===== config.mk =====
export PLATFORM = sky130hd
export DESIGN_NAME = t03_bus_arbiter
export DESIGN_NICKNAME = d
export VERILOG_FILES = /design/src/rtl/t03_bus_arbiter.sv
export SDC_FILE = /design/constraint.sdc
export NUM_CORES = 1
export LEC_CHECK = 0
export CAP_MARGIN = 15
export CELL_PAD_IN_SITES_DETAIL_PLACEMENT = 1
export CELL_PAD_IN_SITES_GLOBAL_PLACEMENT = 2
export CORE_MARGIN = 2
export CORE_UTILIZATION = 23
export DETAILED_ROUTE_END_ITERATION = 8
export PLACE_DENSITY_LB_ADDON = 0.1
export SYNTH_ARGS = -nofsm -noshare
export SYNTH_HDL_FRONTEND = slang
export SYNTH_SLANG_ARGS = --single-unit

===== constraint.sdc =====
create_clock -name clock -period 2.2 [get_ports clock]
set_input_delay 0.33 -clock clock [delete_from_list [all_inputs] [get_ports clock]]
set_output_delay 0.33 -clock clock [all_outputs]
set_load 0.005 [all_outputs]

===== src/rtl/t03_bus_arbiter.sv =====
// Two-port bus arbiter: the data port wins over instruction fetch, one transaction at a time.
// Each transaction issues a single strobe, waits for busy_o to drop (bounded by TIMEOUT) and returns a one-cycle ack.
module t03_bus_arbiter #(
    parameter int TIMEOUT = 255
) (
    input  logic        clock,
    input  logic        reset,
    input  logic        en,
    input  logic        i_req,
    input  logic [31:0] i_addr,
    input  logic        d_req,
    input  logic        d_we,
    input  logic [31:0] d_addr,
    input  logic [31:0] d_wdata,
    input  logic [3:0]  d_sel,
    input  logic        busy_o,
    input  logic [31:0] cpu_dat_o,
    output logic        read_i,
    output logic        write_i,
    output logic [31:0] adr_i,
    output logic [31:0] cpu_dat_i,
    output logic [3:0]  sel_i,
    output logic        i_ack,
    output logic        d_ack,
    output logic [31:0] i_rdata,
    output logic [31:0] d_rdata,
    output logic        err,
    output logic        grant_d
);

    localparam int CW = (TIMEOUT < 2) ? 2 : $clog2(TIMEOUT + 1);
    localparam logic [CW-1:0] TMAX = CW'(TIMEOUT);

    typedef enum logic [1:0] {IDLE, ISSUE, WAIT, DONE} state_t;

    state_t          state;
    state_t          state_nx;
    logic            owner_d;
    logic            lat_we;
    logic [CW-1:0]   wait_cnt;
    logic            ack_pending;
    logic            grant_data;
    logic            grant_instr;
    logic            wait_ok;
    logic            wait_to;
    logic            finish;
    logic [31:0]     fin_data;

    assign grant_d = owner_d;

    always_ff @(posedge clock) begin
        if (reset) begin
            state <= IDLE;
        end else begin
            state <= state_nx;
        end
    end

    // A timeout ack is raised while already in IDLE; holding off grants for that
    // cycle stops the still-asserted request from being served a second time.
    always_comb begin
        ack_pending = i_ack | d_ack;
        grant_data  = 1'b0;
        grant_instr = 1'b0;
        wait_ok     = 1'b0;
        wait_to     = 1'b0;
        state_nx    = state;
        case (state)
            IDLE: begin
                grant_data  = en && d_req && !ack_pending;
                grant_instr = en && !d_req && i_req && !ack_pending;
                if (grant_data || grant_instr) begin
                    state_nx = ISSUE;
                end
            end
            ISSUE: begin
                state_nx = WAIT;
            end
            WAIT: begin
                wait_ok = !busy_o && (wait_cnt >= CW'(2));
                wait_to = busy_o && (wait_cnt >= TMAX);
                if (wait_ok) begin
                    state_nx = DONE;
                end else if (wait_to) begin
                    state_nx = IDLE;
                end
            end
            DONE: begin
                state_nx = IDLE;
            end
            default: begin
                state_nx = IDLE;
            end
        endcase
        finish   = wait_ok || wait_to;
        fin_data = wait_to ? 32'hFFFF_FFFF : cpu_dat_o;
    end

    always_ff @(posedge clock) begin
        if (reset) begin
            read_i    <= 1'b0;
            write_i   <= 1'b0;
            adr_i     <= 32'h0;
            cpu_dat_i <= 32'h0;
            sel_i     <= 4'h0;
            i_ack     <= 1'b0;
            d_ack     <= 1'b0;
            i_rdata   <= 32'h0;
            d_rdata   <= 32'h0;
            err       <= 1'b0;
            owner_d   <= 1'b0;
            lat_we    <= 1'b0;
            wait_cnt  <= '0;
        end else begin
            read_i  <= 1'b0;
            write_i <= 1'b0;
            i_ack   <= 1'b0;
            d_ack   <= 1'b0;

            if (grant_data) begin
                owner_d   <= 1'b1;
                lat_we    <= d_we;
                adr_i     <= d_addr;
                sel_i     <= d_sel;
                cpu_dat_i <= d_we ? d_wdata : 32'h0;
                read_i    <= !d_we;
                write_i   <= d_we;
            end else if (grant_instr) begin
                owner_d   <= 1'b0;
                lat_we    <= 1'b0;
                adr_i     <= i_addr;
                sel_i     <= 4'hF;
                cpu_dat_i <= 32'h0;
                read_i    <= 1'b1;
            end

            if (state == ISSUE) begin
                wait_cnt <= CW'(1);
            end else if ((state == WAIT) && (wait_cnt < TMAX)) begin
                wait_cnt <= wait_cnt + CW'(1);
            end

            if (finish) begin
                if (wait_to) begin
                    err <= 1'b1;
                end
                if (owner_d) begin
                    d_ack <= 1'b1;
                    if (!lat_we) begin
                        d_rdata <= fin_data;
                    end
                end else begin
                    i_ack   <= 1'b1;
                    i_rdata <= fin_data;
                end
            end
        end
    end

endmodule


# Word level (Yosys, flattened, before mapping)
# Cells that the tools add are included.
[word_totals]
regBits = 149
inputBits = 139
output_inout_bits = 138
elab_cells = 78
[op_classes]
add_sub_neg = 1
magnitude_cmp = 3
eq_ne = 5
mux = 25
bitwise = 5
reduce_logical = 24
[ops]
columns = ["operator", "count"]
rows = [
  ["$mux 32", 6],
  ["$mux 1", 13],
  ["$add 8x1->8 const B", 1],
  ["$ge 8x2->1 const B", 1],
  ["$ge 8x8->1 const B", 1],
  ["$logic_and 1x1->1", 8],
  ["$lt 8x8->1 const B", 1],
  ["$mux 4", 2],
  ["$pmux 2 s4", 1],
  ["$mux 2", 3],
  ["$reduce_and 2->1", 3],
  ["$reduce_or 2->1", 3],
  ["$eq 2x2->1 const B", 2],
  ["$logic_not 1->1", 4],
  ["$not 1->1", 4],
  ["$reduce_bool 2->1", 2],
  ["$ne 3x3->1 const B", 1],
  ["$reduce_and 3->1", 1],
  ["$eq 2x1->1 const B", 1],
  ["$logic_not 2->1", 1],
  ["$logic_or 1x1->1", 2],
  ["$ne 2x2->1 const B", 1],
  ["$or 1x1->1", 1],
]

# Longest topological paths before layout
# Gate-level depths: netlist of the first run.
[logic_depth]
depth_word = 7
mapped_depth = 7

# Worst setup path before layout of the first run
# OpenSTA, ideal clock, no wires.
[synth_path]
kind = "reg-to-reg"
startpoint = "register wait_cnt[1]"
endpoint = "register i_rdata[10]"
setup_time_ps = 60
t_arrival_ps = 1595
required_time_ps = 2140
slack_ps = 545
stages_incl_launch_ff = 7
path_buffers = 1
path_cell_list = "dfxtp_1 > ha_1 > and3_1 > nand2_4 > o41ai_4 > buf_6 > o221a_1"
[synth_between]
elab_chain_cells = 5
word_cells_on_any_way = 9
cone_classes = "order compare: 2; mux: 3; reduce/logical: 4"
[synth_lines]
columns = ["element", "line", "text"]
rows = [
  ["start: declaration", "40", "logic [CW-1:0] wait_cnt;"],
  ["start signal: assignment", "140", "wait_cnt <= wait_cnt + CW'(1);"],
  ["$ge 8x2->1 or $ge 8x8->1 (tied branches)", "80, 81", ""],
  ["$logic_and 1x1->1 (on tied branches)", "80, 81", ""],
  ["$mux 1", "68", "case (state)"],
  ["$logic_or 1x1->1", "95", "finish = wait_ok || wait_to;"],
  ["$reduce_and 2->1 (no line)", "-", ""],
  ["end signal: assignment", "154", "i_rdata <= fin_data;"],
  ["end: declaration", "25", "output logic [31:0] i_rdata,"],
]
# Parallel ways exist; a longest one is shown, timed or not.
# A chain may end at the register's enable or synchronous reset.

# Final worst setup path of the first run
[layout_path]
startpoint = "register wait_cnt[0]"
endpoint = "register d_rdata[7]"
[layout_between]
elab_chain_cells = 5
word_cells_on_any_way = 9
cone_classes = "order compare: 2; mux: 3; reduce/logical: 4"
[layout_lines]
columns = ["element", "line", "text"]
rows = [
  ["$ge 8x2->1 or $ge 8x8->1 (tied branches)", "80, 81", ""],
  ["$logic_and 1x1->1 (on tied branches)", "80, 81", ""],
  ["$mux 1", "68", ""],
  ["$logic_or 1x1->1", "95", ""],
  ["$reduce_and 3->1 (no line)", "-", ""],
  ["end signal: assignment", "150", "d_rdata <= fin_data;"],
  ["end: declaration", "26", "output logic [31:0] d_rdata,"],
]
# Parallel ways exist; a longest one is shown, timed or not.

==> out/results.txt, run 1 <==
number of warnings reported in the yosys synthesis log: 0
post-layout minimum cycle time: 2.02 ns
pre-CTS WS: 0.0438 ns
total routing resource utilization after global routing: 16.8%
mux contribution to synthesized area: 0%
register bit total from synthesis: 149
placed instance area: 8820 um^2
adder-cell share of the synthesized area: 0.441%
vias after detailed routing: 5390
aggregate routed wire length: 21800 um
Cell Count Post-Placement: 1116
XOR/XNOR Fraction of Synth Area: 0.463%
proportion of layout cells with a drive suffix above 1: 10.2%
count of H-tree levels built during CTS: 4
Final setup violation count: 0
final worst-path setup slack: 0.182 ns
Max Clock Freq: 496 MHz
count of placed standard cells in the final layout, fillers left out: 1150
count of cell types in the netlist: 49
type of the tightest min-delay check: primary input to flop
Final Cell Area: 9420 um^2
relative max-transition margin: 62.9%
Max clock buf depth: 2
gp weighted congestion: 0.739
count leader, synth: dfxtp_1
share of the yosys chip area belonging to registers: 52.5%
worst ir drop on vdd: 464 uV
critical path launch point type: flop
number of antenna violations at the first check in global routing: 1
count of buffers from port buffering: 276
placeable core region: 24200 um^2
Cells after Synth: 548
RSZ-0062 raised after global routing: false
transition time of the tightest slew-check pin: 0.557 ns
post-CTS setup buffer count: 0
DRC Markers: 0
footprint of the multi-input gates: 2440 um^2
detailed route wirelength on metal3: 1720 um
clock-pin slew of the registers on the worst-case setup and hold paths: 0.07 ns
post-synth top area cell: dfxtp_1
# fillers: 2651
CTS tree: done
CTS buffer count: 17
Max Used Layer: met4
Post-synth EDFFs: 0
Layout Area Growth over Synthesis: 66.0%
clock root buffer: clkbuf_16
die area: 26000 um^2
Post-Syn Area per Cell: 10.4 um^2
first-iteration detailed-routing DRC count: 228
vias per std cell: 4.69
result of the run: complete, no violations
number of rows in the core area: 57
number of max-slew violations in the final report: 0
worst hold slack: 0.416 ns
Post-DP HPWL: 15700 um
endpoint type of the worst setup path: flop
Leakage: 3.35 nW
met1 routed wirelength after detailed routing: 9260 um
NumNets Final: 952
simple-gate share of the synthesized area: 12.1%
final period utilization: 91.7%
Final Hold Fails: 0
Syn Nets: 689
cell area after synthesis: 5680 um^2
count of clock tree sinks: 149
pwr/cell area: 716 nW/um^2
clock network latency to the later pin of the worst-skew pair: 0.42 ns
dominant register cell in the synthesized netlist: dfxtp_1
horizontal die dimension: 161 um
antenna-violating nets left: 0
Area contributors post-synth: dfxtp_1, o221a_1, nor2_1
compound-cell area share of the yosys netlist: 29.5%
grt ovf: 0
Worst Path Arrival: 2.33 ns
total power: 6.75 mW
Final TNS setup: 0 ns
Worst EP required: 2.51 ns
max cap viols: 0
detailed-router iteration count before antenna repair: 4
share of synthesized flip-flops with an asynchronous set or reset: 0%
met2 wire length: 10500 um
wire length of the first global-routing pass: 34100 um
Worst Path Class, Setup: flop to flop
pin count of the biggest net entering global routing: 65
largest family of logic cells by synthesized area: compound AO/OA/AOI/OAI gates
ranking of synthesized cells by instance count: dfxtp_1, nor2_1, o221a_1
top-area cell type share of the netlist area: 52.5%
Fin Clk Skew: 0.0105 ns
number of global-route vias before repair: 5818
height of the die: 161 um
I/O pin count: 277
Max FO, Critical Path: 32
area of all sequential standard cells: 2980 um^2
effective utilization at floorplan: 23.4%
share of the core filled with cells in the final layout: 38.9%
WL/cell: 18.9 um
worst max-delay path, stage by stage (launching register included):
cell and delay, ns:
dfxtp_1 0.42, inv_1 0.07, ha_1 0.20, nor4_2 0.28, a211o_2 0.31, o21ai_2 0.07
buf_4 0.25, o221a_1 0.28
timing repair:
item / in CTS / in global routing
endpoints found under the setup margin: 0 / 32
hold buffers: 0 / 0
gates resized for setup: 0 / 1
worst paths after layout:
check,start,end,slack [ns],depth (start not counted)
hold reg to reg,cpu_dat_i[22]$_SDFFE_PP0P_,cpu_dat_i[22]$_SDFFE_PP0P_,0.48,1
setup / recovery,wait_cnt[0]$_SDFFE_PP0P_,d_rdata[7]$_SDFFE_PP0P_,0.18,7
setup reg to reg,wait_cnt[0]$_SDFFE_PP0P_,d_rdata[7]$_SDFFE_PP0P_,0.18,7
hold / removal,reset,state[1]$_SDFFE_PP0P_,0.42,2
where the power goes:
part | total [mW] | switching (mW) | internal [mW]
sequential | 2.87 | 0.0682 | 2.80
combinational | 0.922 | 0.391 | 0.531
clock | 2.96 | 1.25 | 1.70
total | 6.75 | 1.71 | 5.03
layout make-up:
type / instances / area share (%)
Inverter: 6 / 0.239
Multi-Input combinational cell: 342 / 25.9
Clock inverter: 14 / 1.74
Clock buffer: 18 / 4.55
Antenna cell: 2 / 0.0531
Tap cell: 324 / 4.30
Timing Repair Buffer: 295 / 31.6
Sequential cell: 149 / 31.7
registers in the layout (all words and copies together) (netlist names):
name	cells
adr_i	32
cpu_dat_i	32
d_rdata	32
i_rdata	32
wait_cnt	8
sel_i	4
state	2
d_ack	1
err	1
grant_d	1
i_ack	1
lat_we	1
read_i	1
write_i	1
placed cells by master (no fill, tap or decap), types with 2 or more instances in the layout:
| master | n |
|---|---|
| clkdlybuf4s50_1 | 275 |
| dfxtp_1 | 149 |
| nor2_1 | 79 |
| o221a_1 | 62 |
| nand2_1 | 37 |
| o21ai_0 | 33 |
| a22o_1 | 32 |
| a211oi_1 | 20 |
| clkbuf_16 | 17 |
| a211oi_2 | 15 |
| buf_4 | 13 |
| a21oi_1 | 8 |
| buf_12 | 6 |
| inv_1 | 5 |
| nand3_1 | 5 |
| inv_6 | 5 |
| o22ai_1 | 4 |
| and3_1 | 3 |
| nor3_1 | 3 |
| clkinvlp_4 | 3 |
| clkinv_4 | 3 |
| diode_2 | 2 |
| nor4_2 | 2 |
| nand2b_1 | 2 |
| o221a_2 | 2 |
| or2_2 | 2 |
| nand4_1 | 2 |
| xnor2_1 | 2 |
| a31oi_1 | 2 |
| nor4_1 | 2 |
| ha_1 | 2 |
| bufinv_16 | 2 |
metal layers:
metal | up-vias | GRT usage, %
met5 | - | 0
met4 | 0 | 4.10
met3 | 18 | 6.01
met2 | 177 | 28.8
met1 | 2616 | 20.1
li1 | 2579 | -
cell families after synthesis:
group | Yosys count
compound gates | 186
xor+xnor | 3
fa+ha+maj | 2
buf+inv | 57
flops | 149
simple gates | 151
(Power assumes the default switching activity.)
==> run 2: changes to the inputs <==
RECOVER_POWER = 25   (was not set)
==> out/results.txt, run 2 (same netlist as run 1, synthesis figures left out) <==
result of the run: complete, no violations
max cap viols: 0 (unchanged)
count of clock tree sinks: 149 (unchanged)
clock-pin slew of the registers on the worst-case setup and hold paths: 0.07 ns (about the same)
Layout Area Growth over Synthesis: 65.6%
first-iteration detailed-routing DRC count: 245 (+7.5%)
proportion of layout cells with a drive suffix above 1: 9.95% (-0.24 points)
count of cells along the worst register-to-register path: 7 (unchanged)
number of global-route vias before repair: 5818 (unchanged)
count of H-tree levels built during CTS: 4 (unchanged)
launching point of the worst reg2reg path: wait_cnt[0]$_SDFFE_PP0P_
NumNets Final: 952 (unchanged)
Max clock buf depth: 2 (unchanged)
transition time of the tightest slew-check pin: 0.707 ns (+0.150 ns)
type of the tightest min-delay check: primary input to flop
Max FO, Critical Path: 32 (unchanged)
pin count of the biggest net entering global routing: 65 (unchanged)
endpoint type of the worst setup path: flop
gp weighted congestion: 0.739 (unchanged)
Final setup violation count: 0 (unchanged)
count of placed standard cells in the final layout, fillers left out: 1151 (+0.087%)
wire length of the first global-routing pass: 34100 um (unchanged)
beginning of the critical path: wait_cnt[0]$_SDFFE_PP0P_
die area: 26000 um^2 (unchanged)
Fin Clk Skew: 0.0108 ns (+0.000254 ns)
Leakage: 3.53 nW (+5.3%)
reg-to-reg critical path endpoint: d_rdata[31]$_SDFFE_PP0P_
Worst Path Arrival: 2.33 ns (about the same)
highest cell delay on the worst timing path: 0.42 ns (about the same)
number of antenna violations at the first check in global routing: 1 (unchanged)
effective utilization at floorplan: 23.4% (unchanged)
share of the core filled with cells in the final layout: 38.8% (-0.083 points)
detailed-router iteration count before antenna repair: 4 (unchanged)
worst-path cell with the longest stage delay: dfxtp_1
relative max-transition margin: 52.9% (-10 points)
CP Capture Point: d_rdata[31]$_SDFFE_PP0P_
top cell family by delay on the critical path: compound AO/OA/AOI/OAI gates
clock network latency to the later pin of the worst-skew pair: 0.42 ns (about the same)
worst hold slack: 0.415 ns (-0.000408 ns)
DRC Markers: 0 (unchanged)
total routing resource utilization after global routing: 16.8% (unchanged)
CP Depth: 7 (unchanged)
height of the die: 161 um (unchanged)
Post-DP HPWL: 15700 um (unchanged)
worst ir drop on vdd: 461 uV (-0.51%)
post-layout minimum cycle time: 2.01 ns (-0.00358 ns)
vias per std cell: 4.70 (+0.30%)
Worst R2R Setup Slack: 0.19 ns (about the same)
Worst Path Class, Setup: flop to flop
Cell Count Post-Placement: 1116 (unchanged)
final period utilization: 91.6% (-0.16 points)
placed instance area: 8820 um^2 (unchanged)
most common library cell in the layout ignoring fill and taps: clkdlybuf4s50_1
# fillers: 2652 (+0.038%)
Max Clock Freq: 496 MHz (+0.18%)
WL/cell: 18.9 um (-0.17%)
pwr/cell area: 715 nW/um^2 (-0.17%)
Final TNS setup: 0 ns (unchanged)
Worst EP required: 2.51 ns (about the same)
count of buffering cells on the critical path with inverters included: 2 (unchanged)
clock root buffer: clkbuf_16
Final Hold Fails: 0 (unchanged)
horizontal die dimension: 161 um (unchanged)
worst min-delay path startpoint: reset
CTS tree: done
antenna-violating nets left: 0 (unchanged)
I/O pin count: 277 (unchanged)
count of buffers from port buffering: 276 (unchanged)
highest-count cells in the layout ignoring fill and taps: clkdlybuf4s50_1, dfxtp_1, nor2_1, o221a_1, dlygate4sd3_1
placeable core region: 24200 um^2 (unchanged)
number of rows in the core area: 57 (unchanged)
Final Cell Area: 9400 um^2 (-0.21%)
grt ovf: 0 (unchanged)
aggregate routed wire length: 21800 um (about the same)
post-CTS setup buffer count: 0 (unchanged)
critical path launch point type: flop
vias after detailed routing: 5411 (+0.39%)
RSZ-0062 raised after global routing: false
cell-by-cell trace of the critical path: inv_1, ha_1, nor4_2, a211o_2, o21ai_2, buf_4, o221a_2
CTS buffer count: 17 (unchanged)
number of max-slew violations in the final report: 0 (unchanged)
==> run 2: cell count changes in the layout (fill, tap and decap cells not counted), sizes merged <==
cell	before	now
buf	20	17
clkbuf	18	21
clkdlybuf4s50	275	215
diode	2	3
dlygate4sd3	0	60
==> run 2: worst register-to-register path: stages, from the launching register on <==
cell     delay (ns)
dfxtp_1        0.42
inv_1          0.07
ha_1           0.20
nor4_2         0.28
a211o_2        0.31
o21ai_2        0.07
buf_4          0.25
o221a_2        0.30
==> run 2: how the worst min path moves through the flow <==
stage / to / slack [ns] / depth (start not counted)
finish: state[1]$_SDFFE_PP0P_ / 0.42 / 2
global route: state[1]$_SDFFE_PP0P_ / 0.46 / 2
CTS: state[1]$_SDFFE_PP0P_ / 0.41 / 2
detailed placement: cpu_dat_i[27]$_SDFFE_PP0P_ / 0.47 / 1
global placement: cpu_dat_i[1]$_SDFFE_PP0P_ / 0.46 / 1
floorplan: cpu_dat_i[10]$_SDFFE_PP0P_ / 0.46 / 1
==> run 2: per-layer routing <==
layer  share of wire, %  GRT usage (%)
met2                 48           28.8
met5                  0              0
met3                8.0           6.01
met4                1.4           4.10
met1                 42           20.1
==> run 2: power by group <==
| part | internal [mW] | leakage, nW | switching, mW |
|---|---|---|---|
| sequential | 2.80 | 1.21 | 0.0663 |
| combinational | 0.509 | 2.04 | 0.390 |
| clock | 1.70 | 0.280 | 1.25 |
| total | 5.01 | 3.53 | 1.71 |
==> run 2: through the flow <==
| step | power [mW] | setup slack (ns) |
|---|---|---|
| 5_1_grt | 7.05 | 0.0511 |
| 4_1_cts | 6.86 | 0.0502 |
| 3_3_place_gp | 3.83 | 0.0685 |
| 2_1_floorplan | 3.26 | 0.545 |
| 3_5_place_dp | 3.86 | 0.0438 |
| 6_report | 6.72 | 0.186 |
==> run 2: area by class of cell <==
cell class	instances	area, um^2	area share [%]
Antenna cell	3	7.51	0.0798
Clock buffer	18	429	4.56
Clock inverter	14	164	1.74
Inverter	6	22.5	0.240
Multi-Input combinational cell	342	2440	25.9
Sequential cell	149	2980	31.7
Tap cell	324	405	4.31
Timing Repair Buffer	295	2950	31.4
==> run 2: what timing repair did <==
action / 4_1_cts / 5_1_grt
hold buffers: 0 / 0
setup endpoints to repair: 0 / 32
gates resized for setup: 0 / 1
